**config.mk**
```make
export PLATFORM = sky130hd
export DESIGN_NAME = bubble_sort_seq_flat
export DESIGN_NICKNAME = d
export VERILOG_FILES = /design/src/rtl/bubble_sort_seq_if.sv /design/src/rtl/bubble_sort_seq.sv /design/src/flat_wrapper.sv
export SDC_FILE = /design/constraint.sdc
export NUM_CORES = 1
export LEC_CHECK = 0
export ABC_CLOCK_PERIOD_IN_PS = 3300
export BUFFER_PORTS_ARGS = -buffer_cell sky130_fd_sc_hd__buf_4
export CAP_MARGIN = 20
export CELL_PAD_IN_SITES_DETAIL_PLACEMENT = 1
export CELL_PAD_IN_SITES_GLOBAL_PLACEMENT = 2
export CORE_UTILIZATION = 40
export DETAILED_ROUTE_END_ITERATION = 10
export PLACE_DENSITY_LB_ADDON = 0.2
export SETUP_SLACK_MARGIN = 0.4
export SLEW_MARGIN = 20
export SYNTH_ARGS = -nofsm -noshare
export SYNTH_HDL_FRONTEND = slang
export SYNTH_SLANG_ARGS = --single-unit
```
**constraint.sdc**
```tcl
create_clock -name clk -period 3.3 [get_ports clk]
set_clock_uncertainty 0.2 [all_clocks]
set_input_delay 0.66 -clock clk [delete_from_list [all_inputs] [get_ports clk]]
set_output_delay 0.66 -clock clk [all_outputs]
set_load 0.005 [all_outputs]
```
**src/rtl/bubble_sort_seq_if.sv**
```systemverilog
// ----------------------------------------------------------------------------
// bubble_sort_seq_if
// Bundles the input stream, the output stream and the status signals of the
// sequential sorting engine.
//   in_valid / in_ready / in_data / descend : word input stream plus sort order
//   out_valid / out_ready / out_data / out_last : sorted word output stream
//   busy     : engine is sorting or streaming a result
//   pass_cnt : passes executed for the last/current frame
// The engine connects through the slave modport. The producer and consumer
// side connects through the master modport.
// ----------------------------------------------------------------------------
interface bubble_sort_seq_if #(
    parameter int N     = 5,
    parameter int WIDTH = 8
);
    localparam int PW = $clog2(N + 1);

    logic             in_valid;
    logic             in_ready;
    logic [WIDTH-1:0] in_data;
    logic             descend;
    logic             out_valid;
    logic             out_ready;
    logic [WIDTH-1:0] out_data;
    logic             out_last;
    logic             busy;
    logic [PW-1:0]    pass_cnt;

    // Producer/consumer side: drives the words in and the ready for words out
    modport master (
        output in_valid, in_data, descend, out_ready,
        input  in_ready, out_valid, out_data, out_last, busy, pass_cnt
    );

    // Engine side
    modport slave (
        input  in_valid, in_data, descend, out_ready,
        output in_ready, out_valid, out_data, out_last, busy, pass_cnt
    );
endinterface

```
**src/rtl/bubble_sort_seq.sv**
```systemverilog
// ----------------------------------------------------------------------------
// bubble_sort_seq
// Sequential sorting engine. It collects N unsigned words from a valid/ready
// stream and sorts them with odd-even transposition passes, one pass per
// clock. It stops early once two passes in a row made no swap, then streams
// the sorted words out. The sort order (ascending/descending) is chosen per
// frame by the descend bit that comes with the first word.
// Ports:
//   clk : rising-edge clock
//   rst : asynchronous active-high reset; discards any frame in progress
//   bus : bubble_sort_seq_if.slave (input stream, output stream, busy, pass_cnt)
// ----------------------------------------------------------------------------
module bubble_sort_seq #(
    parameter int N     = 5,
    parameter int WIDTH = 8
) (
    input  logic                 clk,
    input  logic                 rst,
    bubble_sort_seq_if.slave     bus
);
    localparam int IW = (N > 1) ? $clog2(N) : 1;
    localparam int PW = $clog2(N + 1);

    typedef enum logic [1:0] {
        LOAD,
        SORT,
        OUT
    } state_t;

    state_t           r_state;
    state_t           w_nextState;

    logic [WIDTH-1:0] r_arr [N];
    logic [WIDTH-1:0] w_next [N];
    logic [IW-1:0]    r_idx;
    logic [IW-1:0]    r_oidx;
    logic             r_descend;
    logic [PW-1:0]    r_passCnt;
    logic             r_prevNoSwap;

    logic             w_inBeat;
    logic             w_outBeat;
    logic             w_outLast;
    logic             w_anySwap;
    logic             w_sortDone;
    logic             w_loadLast;

    // Handshake qualifiers. A word is accepted only while loading and a result
    // word only leaves while streaming, so in_valid in other states is ignored.
    assign w_inBeat   = (r_state == LOAD) && bus.in_valid;
    assign w_loadLast = (r_idx == IW'(N - 1));
    assign w_outLast  = (r_state == OUT) && (r_oidx == IW'(N - 1));
    assign w_outBeat  = (r_state == OUT) && bus.out_ready;

    // One odd-even transposition pass over the current array. Pass parity
    // comes from the pass counter: even passes compare pairs starting at 0,
    // odd passes pairs starting at 1. Pairs in one pass never overlap, so all
    // swaps can be applied at once. Equal words are never swapped.
    always_comb begin
        w_next    = r_arr;
        w_anySwap = 1'b0;
        for (int k = 0; k < N - 1; k++) begin
            if (k[0] == r_passCnt[0]) begin
                if (r_descend ? (r_arr[k] < r_arr[k+1]) : (r_arr[k] > r_arr[k+1])) begin
                    w_next[k]   = r_arr[k+1];
                    w_next[k+1] = r_arr[k];
                    w_anySwap   = 1'b1;
                end
            end
        end
    end

    // Sorting finishes after the current pass if it and the pass before it
    // both left the array untouched, or if this is the N-th pass, which is
    // enough for odd-even transposition to sort any input.
    assign w_sortDone = (!w_anySwap && r_prevNoSwap) || (r_passCnt == PW'(N - 1));

    // State register of the control FSM.
    always_ff @(posedge clk or posedge rst) begin
        if (rst) begin
            r_state <= LOAD;
        end else begin
            r_state <= w_nextState;
        end
    end

    // Next-state logic: load N words, sort, stream N words, back to load.
    always_comb begin
        w_nextState = r_state;
        unique case (r_state)
            LOAD: begin
                if (w_inBeat && w_loadLast) begin
                    w_nextState = SORT;
                end
            end
            SORT: begin
                if (w_sortDone) begin
                    w_nextState = OUT;
                end
            end
            OUT: begin
                if (w_outBeat && w_outLast) begin
                    w_nextState = LOAD;
                end
            end
            default: begin
                w_nextState = LOAD;
            end
        endcase
    end

    // Datapath registers. Loading writes words in arrival order and latches
    // the sort order with the first word, so a descend change mid-frame has no
    // effect. Entering SORT clears the pass counter and the "previous pass was
    // clean" flag; the counter then keeps its final value through OUT and LOAD
    // so the consumer can read it after the frame.
    always_ff @(posedge clk or posedge rst) begin
        if (rst) begin
            for (int k = 0; k < N; k++) begin
                r_arr[k] <= '0;
            end
            r_idx        <= '0;
            r_oidx       <= '0;
            r_descend    <= 1'b0;
            r_passCnt    <= '0;
            r_prevNoSwap <= 1'b0;
        end else begin
            unique case (r_state)
                LOAD: begin
                    if (w_inBeat) begin
                        r_arr[r_idx] <= bus.in_data;
                        if (r_idx == '0) begin
                            r_descend <= bus.descend;
                        end
                        if (w_loadLast) begin
                            r_idx        <= '0;
                            r_passCnt    <= '0;
                            r_prevNoSwap <= 1'b0;
                        end else begin
                            r_idx <= r_idx + 1'b1;
                        end
                    end
                end
                SORT: begin
                    r_arr        <= w_next;
                    r_passCnt    <= r_passCnt + 1'b1;
                    r_prevNoSwap <= !w_anySwap;
                end
                OUT: begin
                    if (w_outBeat) begin
                        if (w_outLast) begin
                            r_oidx <= '0;
                        end else begin
                            r_oidx <= r_oidx + 1'b1;
                        end
                    end
                end
                default: begin
                    r_idx <= '0;
                end
            endcase
        end
    end

    // Outputs. out_data is forced to zero outside OUT so that it shows the
    // reset value while nothing is being streamed.
    assign bus.in_ready  = (r_state == LOAD);
    assign bus.out_valid = (r_state == OUT);
    assign bus.out_data  = (r_state == OUT) ? r_arr[r_oidx] : '0;
    assign bus.out_last  = w_outLast;
    assign bus.busy      = (r_state == SORT) || (r_state == OUT);
    assign bus.pass_cnt  = r_passCnt;

endmodule

```
**src/flat_wrapper.sv**
```systemverilog
// flat-port wrapper written by rule: the top's interface ports become plain ports
module bubble_sort_seq_flat 
#(
    parameter int N     = 5,
    parameter int WIDTH = 8
)
  (clk, rst, bus_in_valid, bus_in_data, bus_descend, bus_out_ready, bus_in_ready, bus_out_valid, bus_out_data, bus_out_last, bus_busy, bus_pass_cnt);
  bubble_sort_seq_if #(.N(N), .WIDTH(WIDTH)) bus_i ();
  input  logic clk;
  input  logic rst;
  input wire logic [$bits(bus_i.in_valid)-1:0] bus_in_valid;
  input wire logic [$bits(bus_i.in_data)-1:0] bus_in_data;
  input wire logic [$bits(bus_i.descend)-1:0] bus_descend;
  input wire logic [$bits(bus_i.out_ready)-1:0] bus_out_ready;
  output wire logic [$bits(bus_i.in_ready)-1:0] bus_in_ready;
  output wire logic [$bits(bus_i.out_valid)-1:0] bus_out_valid;
  output wire logic [$bits(bus_i.out_data)-1:0] bus_out_data;
  output wire logic [$bits(bus_i.out_last)-1:0] bus_out_last;
  output wire logic [$bits(bus_i.busy)-1:0] bus_busy;
  output wire logic [$bits(bus_i.pass_cnt)-1:0] bus_pass_cnt;
  assign bus_i.in_valid = bus_in_valid;
  assign bus_i.in_data = bus_in_data;
  assign bus_i.descend = bus_descend;
  assign bus_i.out_ready = bus_out_ready;
  assign bus_in_ready = bus_i.in_ready;
  assign bus_out_valid = bus_i.out_valid;
  assign bus_out_data = bus_i.out_data;
  assign bus_out_last = bus_i.out_last;
  assign bus_busy = bus_i.busy;
  assign bus_pass_cnt = bus_i.pass_cnt;
  bubble_sort_seq #(.N(N), .WIDTH(WIDTH)) u_core (.clk(clk), .rst(rst), .bus(bus_i));
endmodule
```
==> results.toml, run 1 <==
[synthesis]
synth_area_leader_cell = "dfrtp_1"
avgSynthCellArea_sq_um = 9.59
synth_top_family_by_area = "compound AO/OA/AOI/OAI gates"
synthArstFlopShare_pct = 100
ys_warn_count = 0
synth_edf_count = 0
synthMuxAreaShare_pct = 10.7
synth.top_cell.area_share_pct = 30.3
syn_nets = 510
synth_xor_area_share_pct = 0
synthAdderAreaFrac_pct = 11.7
ys.flop_type = "dfrtp_1"
synth_cell_type_count = 70
ys_seq_area_share_pct = 30.3
synth_area_sq_um = 4370
ys_top_cells_by_area = "dfrtp_1 (30%), ha_1 (12%), mux2i_1 (5.7%)"
ys_seq_elements = 53
syn_inst = 456
synth-simple-area-share_pct = 14.2
synth_compound_area_share_pct = 26.1

[route]
ant_nets = 0
via_per_inst = 6.25
first_pass_iters = 4
drc = 0
drtIter0Drc = 137
wl_per_cell_um = 22.6
routed_wl_mm = 14.3
vias = 3969

[global_routing]
grt_pass1_vias = 4221
track_usage_pct = 25.7
grt_overflow_total = 0
grt_pass1_wl_mm = 22.7
grt_max_degree = 40
antenna_found_initial = 0

[clock_tree]
numCtsBuffers = 5
clock_latency_ps = 320
cts_max_level = 2
cts.clk_slew.worst_paths_ps = 110
cts_root_buf = "clkbuf_8"
clk_path_buf_depth = 2
clock-sinks = 53
ctsHoldBuffers = 0
cts_tree = "built"

[place]
dp_cells = 608
dp_hpwl_mm = 10.4
place_congestion = 0.808
dp_slack_ps = 264
port_buffers = 27
dpl_cell_area_sq_um = 4690

[critical_path]
critical_path.slowest_cell = "dfrtp_1"
endpoint = "u_core.r_arr[30]"
crit_family = "compound AO/OA/AOI/OAI gates"
path_max_fanout = 8
cp.arrival_ps = 2820
worst_r2r_path_depth = 8
endpoint_kind = "flip-flop"
r2r_slack_ps = 490
worst-path-buf-inv = 1
cp.depth = 8
path_cells = "inv_1, ha_1, a211oi_1, a211o_1, a21oi_4, nor2_1, nor2_4, a221o_2"
worstSetupStartpoint = "u_core.r_arr[19]"
crit_type = "reg -> reg"
cpPeakStageDelay_ps = 500
rr_endpoint = "u_core.r_arr[30]"
r2r_start = "u_core.r_arr[19]"
cp.required_ps = 3300
startpoint_type = "flip-flop"

[floorplanning]
io_pins = 28
row_count = 37
die_area_sq_um = 11400
coreArea_sq_um = 10500
initial_core_util_pct = 41.8
die_w_um = 107
die_y_um = 107

[pwr]
p_per_area_nw_per_um2 = 1230
p_int_uw = 3090
p_leak_uw = 0.00227
switching_share_pct = 50.2
pwr-share-clk_pct = 6.9
ir_worst_vdd_uv = 662
pwr-share-comb_pct = 68.9
seqPwrFrac_pct = 24.2
p_switching_uw = 3110

[final_layout]
syn2layout_area_growth_pct = 15.4
finalNetCount = 552
stdcell_count = 635
fin_area_sq_um = 5050
drive_gt1_share_pct = 23.8
diodes = 0

[outcome]
status = "completed"

[sta]
worst_pin_slew_ps = 749
setup_violations = 0
worst_hold_slack_ps = 95.3
drv_slew = 0
fmax_ghz = 0.355
fin_crit_sh_pct = 85.3
rsz0062_at_grt = "yes"
slew_headroom_pct = 50.1
hold_viol = 0
fin_tns_setup_ps = 0
finalCriticalPeriod_ps = 2810
setup_slack_ps = 486

[job]
maxCapViolCount = 0

[hold_path]
hold_class = "in -> async"
## routing by layer
layer,vias up,GRT usage [%],part of all wire [%]
li1,1828,-,-
met1,2032,32.3,44
met2,80,44.8,50
met3,29,2.98,3.1
met4,0,10.3,2.7
met5,-,0,0
## worst reg2reg max path: stages (launching register included)
cell,delay (ps)
dfrtp_1,500
inv_1,110
ha_1,320
a211oi_1,390
a211o_1,310
a21oi_4,120
nor2_1,240
nor2_4,100
a221o_2,400
## what timing repair did
| item | 4_1_cts | 5_1_grt |
|---|---|---|
| gates cloned | 0 | 2 |
| setup endpoints to repair | 27 | 37 |
| pin swaps | 2 | 7 |
| setup buffers | 2 | 15 |
| resized for setup | 6 | 21 |
## layout by cell type, fill, tap and decap left out, types with 12 or more instances in the layout
cell type,n
buf_4,55
dfrtp_1,46
inv_1,42
ha_1,40
nor2_1,33
mux2i_1,24
nand2_1,17
o22ai_1,16
a31oi_1,14
nor2b_1,13
a21oi_1,13
a221oi_1,12
## flip-flops by register name, summed over array words and instances (netlist names)
name / cells
u_core.r_descend: 1
u_core.r_oidx: 3
u_core.bus.pass_cnt: 3
u_core.r_arr: 40
u_core.r_prevNoSwap: 1
u_core.r_state: 2
u_core.r_idx: 3
## power groups by stage
| stage | registers (uW) | clock network [uW] | logic (uW) |
|---|---|---|---|
| final | 1500 | 426 | 4270 |
| after global routing | 1540 | 457 | 4710 |
| after CTS | 1490 | 439 | 3810 |
| after detailed placement | 1490 | 0 | 3750 |
| after global placement | 1490 | 0 | 3630 |
| after floorplan | 1230 | 0 | 3020 |
## how the worst min path moves through the flow
stage	from	to	cells after the start
final	rst	u_core.bus.pass_cnt[0]	2
after CTS	rst	u_core.r_idx[2]	2
after global routing	rst	u_core.bus.pass_cnt[0]	2
after global placement	u_core.r_prevNoSwap	u_core.r_prevNoSwap	1
after floorplan	u_core.r_prevNoSwap	u_core.r_prevNoSwap	1
after detailed placement	u_core.r_prevNoSwap	u_core.r_prevNoSwap	1
## stage by stage
stage | total power [uW] | util, %
floorplan | 4250 | -
global placement | 5120 | 44.9
detailed placement | 5250 | 44.9
CTS | 5740 | 46.1
global route | 6710 | 48.2
finish | 6200 | 48.2
## synth_stat cells (all sizes together) (7+ instances only)
cell	n
a221oi	15
a32oi	7
a22oi	12
nand3	10
o22ai	16
a21oi	18
nor2b	13
mux2i	25
inv	44
o21ai	21
nand2	18
nor2	35
o2bb2ai	8
clkbuf	8
buf	14
o221a	7
ha	41
dfrtp	53
a31oi	15
mux4	8
nor3b	8
## cells by family (layout without fill, tap and decap cells)
group / after synthesis / after routing
AO/OA/AOI/OAI: 149 / 149
multiplexers: 36 / 38
buffers and inverters: 67 / 108
flip-flops: 53 / 53
adder cells (fa/ha/maj): 41 / 41
AND/OR/NAND/NOR: 110 / 110
## area by class of cell
class / instances / area (sq um)
Multi-Input combinational cell: 338 / 2860
Clock inverter: 1 / 5.00
Clock buffer: 7 / 96.3
Tap cell: 136 / 170
Sequential cell: 53 / 1340
Timing Repair Buffer: 55 / 413
Inverter: 45 / 169
Fill cell: 1227 / 5420
(Power assumes the default switching activity.)
==> inputs of run 2 (changes only) <==
--- a/config.mk
+++ b/config.mk
@@ -10,6 +10,7 @@
 export CAP_MARGIN = 20
 export CELL_PAD_IN_SITES_DETAIL_PLACEMENT = 1
 export CELL_PAD_IN_SITES_GLOBAL_PLACEMENT = 2
+export CORE_MARGIN = 1.5
 export CORE_UTILIZATION = 40
 export DETAILED_ROUTE_END_ITERATION = 10
 export PLACE_DENSITY_LB_ADDON = 0.2
==> run 2 against run 1 <==
Setup slack better by 36 ps. Sequential share of layout area up 0.52 points. Via count down 2.9%. Largest cell class unchanged. Critical path type unchanged. Register-to-register slack better by 40 ps.
==> results.toml, run 2 (same netlist as run 1, synthesis figures left out) <==
[outcome]
status = "completed"

[place]
dp_hpwl_mm = 10.3
place_congestion = 0.816
dpl_cell_area_sq_um = 4690
port_buffers = 27

[critical_path]
worst_r2r_path_depth = 10
r2r_slack_ps = 520
endpoint_kind = "flip-flop"
r2r_start = "u_core.r_arr[11]"
worst-path-buf-inv = 2
cp.required_ps = 3300
rr_endpoint = "u_core.r_arr[14]"
crit_type = "reg -> reg"
crit_top_cell = "a21oi_2"
cp.arrival_ps = 2780
critical_path.slowest_cell = "dfrtp_2"
startpoint_type = "flip-flop"
path_cells = "inv_1, ha_1, a21oi_2, a31oi_2, a2111oi_4, nor4_4, a21oi_2, buf_6, mux2i_1, o221ai_2"
path_max_fanout = 10
cpPeakStageDelay_ps = 450
crit_family = "compound AO/OA/AOI/OAI gates"

[global_routing]
antenna_found_initial = 0
grt_pass1_wl_mm = 22.4
grt_overflow_total = 0
grt_max_degree = 40
track_usage_pct = 25.3
grt_pass1_vias = 4074

[route]
routed_wl_mm = 14.0
ant_nets = 0
drtIter0Drc = 201
wl_per_cell_um = 22.3
first_pass_iters = 4
drc = 0
vias = 3855
via_per_inst = 6.14

[final_layout]
finalNetCount = 546
mostFrequentLayoutCells = "buf_4 (49), dfrtp_1 (45), inv_1 (42)"
largest_reg_flops = 40
regMostFlops = "u_core.r_arr"
diodes = 0
mostFrequentLayoutCell = "buf_4"
syn2layout_area_growth_pct = 13.5
fin_area_sq_um = 4960
drive_gt1_share_pct = 22.4

[clock_tree]
ctsHoldBuffers = 0
cts.clk_slew.worst_paths_ps = 100
cts_max_level = 2
clock_latency_ps = 320
clk_path_buf_depth = 2
cts_tree = "built"
numCtsBuffers = 5
cts_root_buf = "clkbuf_8"
clock-sinks = 53

[sta]
fin_tns_setup_ps = 0
drv_slew = 0
slew_headroom_pct = 49.3
fin_crit_sh_pct = 84.2
worst_pin_slew_ps = 760
hold_viol = 0
fmax_ghz = 0.360
rsz0062_at_grt = "yes"
finalCriticalPeriod_ps = 2780
setup_violations = 0

[pwr]
switching_share_pct = 50.2
pwr-share-clk_pct = 6.8
p_switching_uw = 3010
p_int_uw = 2990
ir_worst_vdd_uv = 757
pwr-share-comb_pct = 68.5
p_per_area_nw_per_um2 = 1210
p_leak_uw = 0.00222
seqPwrFrac_pct = 24.7

[floorplanning]
coreArea_sq_um = 10500
row_count = 37
io_pins = 28
die_y_um = 108
initial_core_util_pct = 41.8
die_w_um = 108
die_area_sq_um = 11600

[hold_path]
hold_class = "in -> async"

[job]
maxCapViolCount = 0
-- run 2: layout make-up --
class	count	area, sq um
Timing Repair Buffer	50	379
Inverter	45	169
Clock buffer	7	86.3
Fill cell	1223	5500
Sequential cell	53	1340
Tap cell	136	170
Multi-Input combinational cell	337	2820
-- run 2: per-stage QoR --
step / std cells / hold WS, ps / setup slack, ps / utilization [%] / total power (uW)
global route: 628 / 326 / 368 / 47.5 / 6520
detailed placement: 608 / 310 / 219 / 44.9 / 5250
finish: 628 / 274 / 522 / 47.5 / 6000
global placement: 608 / 303 / 311 / 44.9 / 5110
floorplan: 456 / 276 / 768 / - / 4250
CTS: 619 / 298 / 399 / 46.1 / 5740
-- run 2: worst max-delay path by stage --
stage,start,endpoint,slack [ps],cells past startpoint
CTS,u_core.r_state[1],u_core.r_arr[3],400,7
detailed placement,u_core.r_arr[11],u_core.r_arr[3],220,8
finish,u_core.r_arr[11],u_core.r_arr[14],520,10
floorplan,u_core.r_arr[25],u_core.r_state[0],770,10
global placement,u_core.r_arr[2],u_core.r_arr[0],310,9
global route,u_core.r_arr[11],u_core.r_arr[14],370,10
-- run 2: power groups by stage --
stage | registers (uW) | logic (uW) | clock network, uW
after floorplan | 1230 | 3020 | 0
after global placement | 1490 | 3620 | 0
after detailed placement | 1480 | 3760 | 0
after CTS | 1470 | 3840 | 421
after global routing | 1530 | 4540 | 442
final | 1480 | 4110 | 408
-- run 2: worst reg2reg max path, cell delays in order, from the launching register on --
cell and delay, ps:
dfrtp_2 450, inv_1 80, ha_1 350, a21oi_2 170, a31oi_2 140, a2111oi_4 430
nor4_4 120, a21oi_2 140, buf_6 200, mux2i_1 270, o221ai_2 110
-- run 2: timing repair --
item	CTS	global route
resized for setup	6	20
setup buffers	4	8
gates cloned	0	1
pin swaps	3	5
endpoints found under the setup margin	24	49
-- run 2: routing by layer --
layer  global-route usage, %  share of wire (%)  vias to the layer above
met5                       0                  0                        -
met4                    7.52                2.2                        0
met3                    3.39                3.7                       21
met2                    43.8                 50                       86
met1                    32.8                 44                     1933
li1                        -                  -                     1815
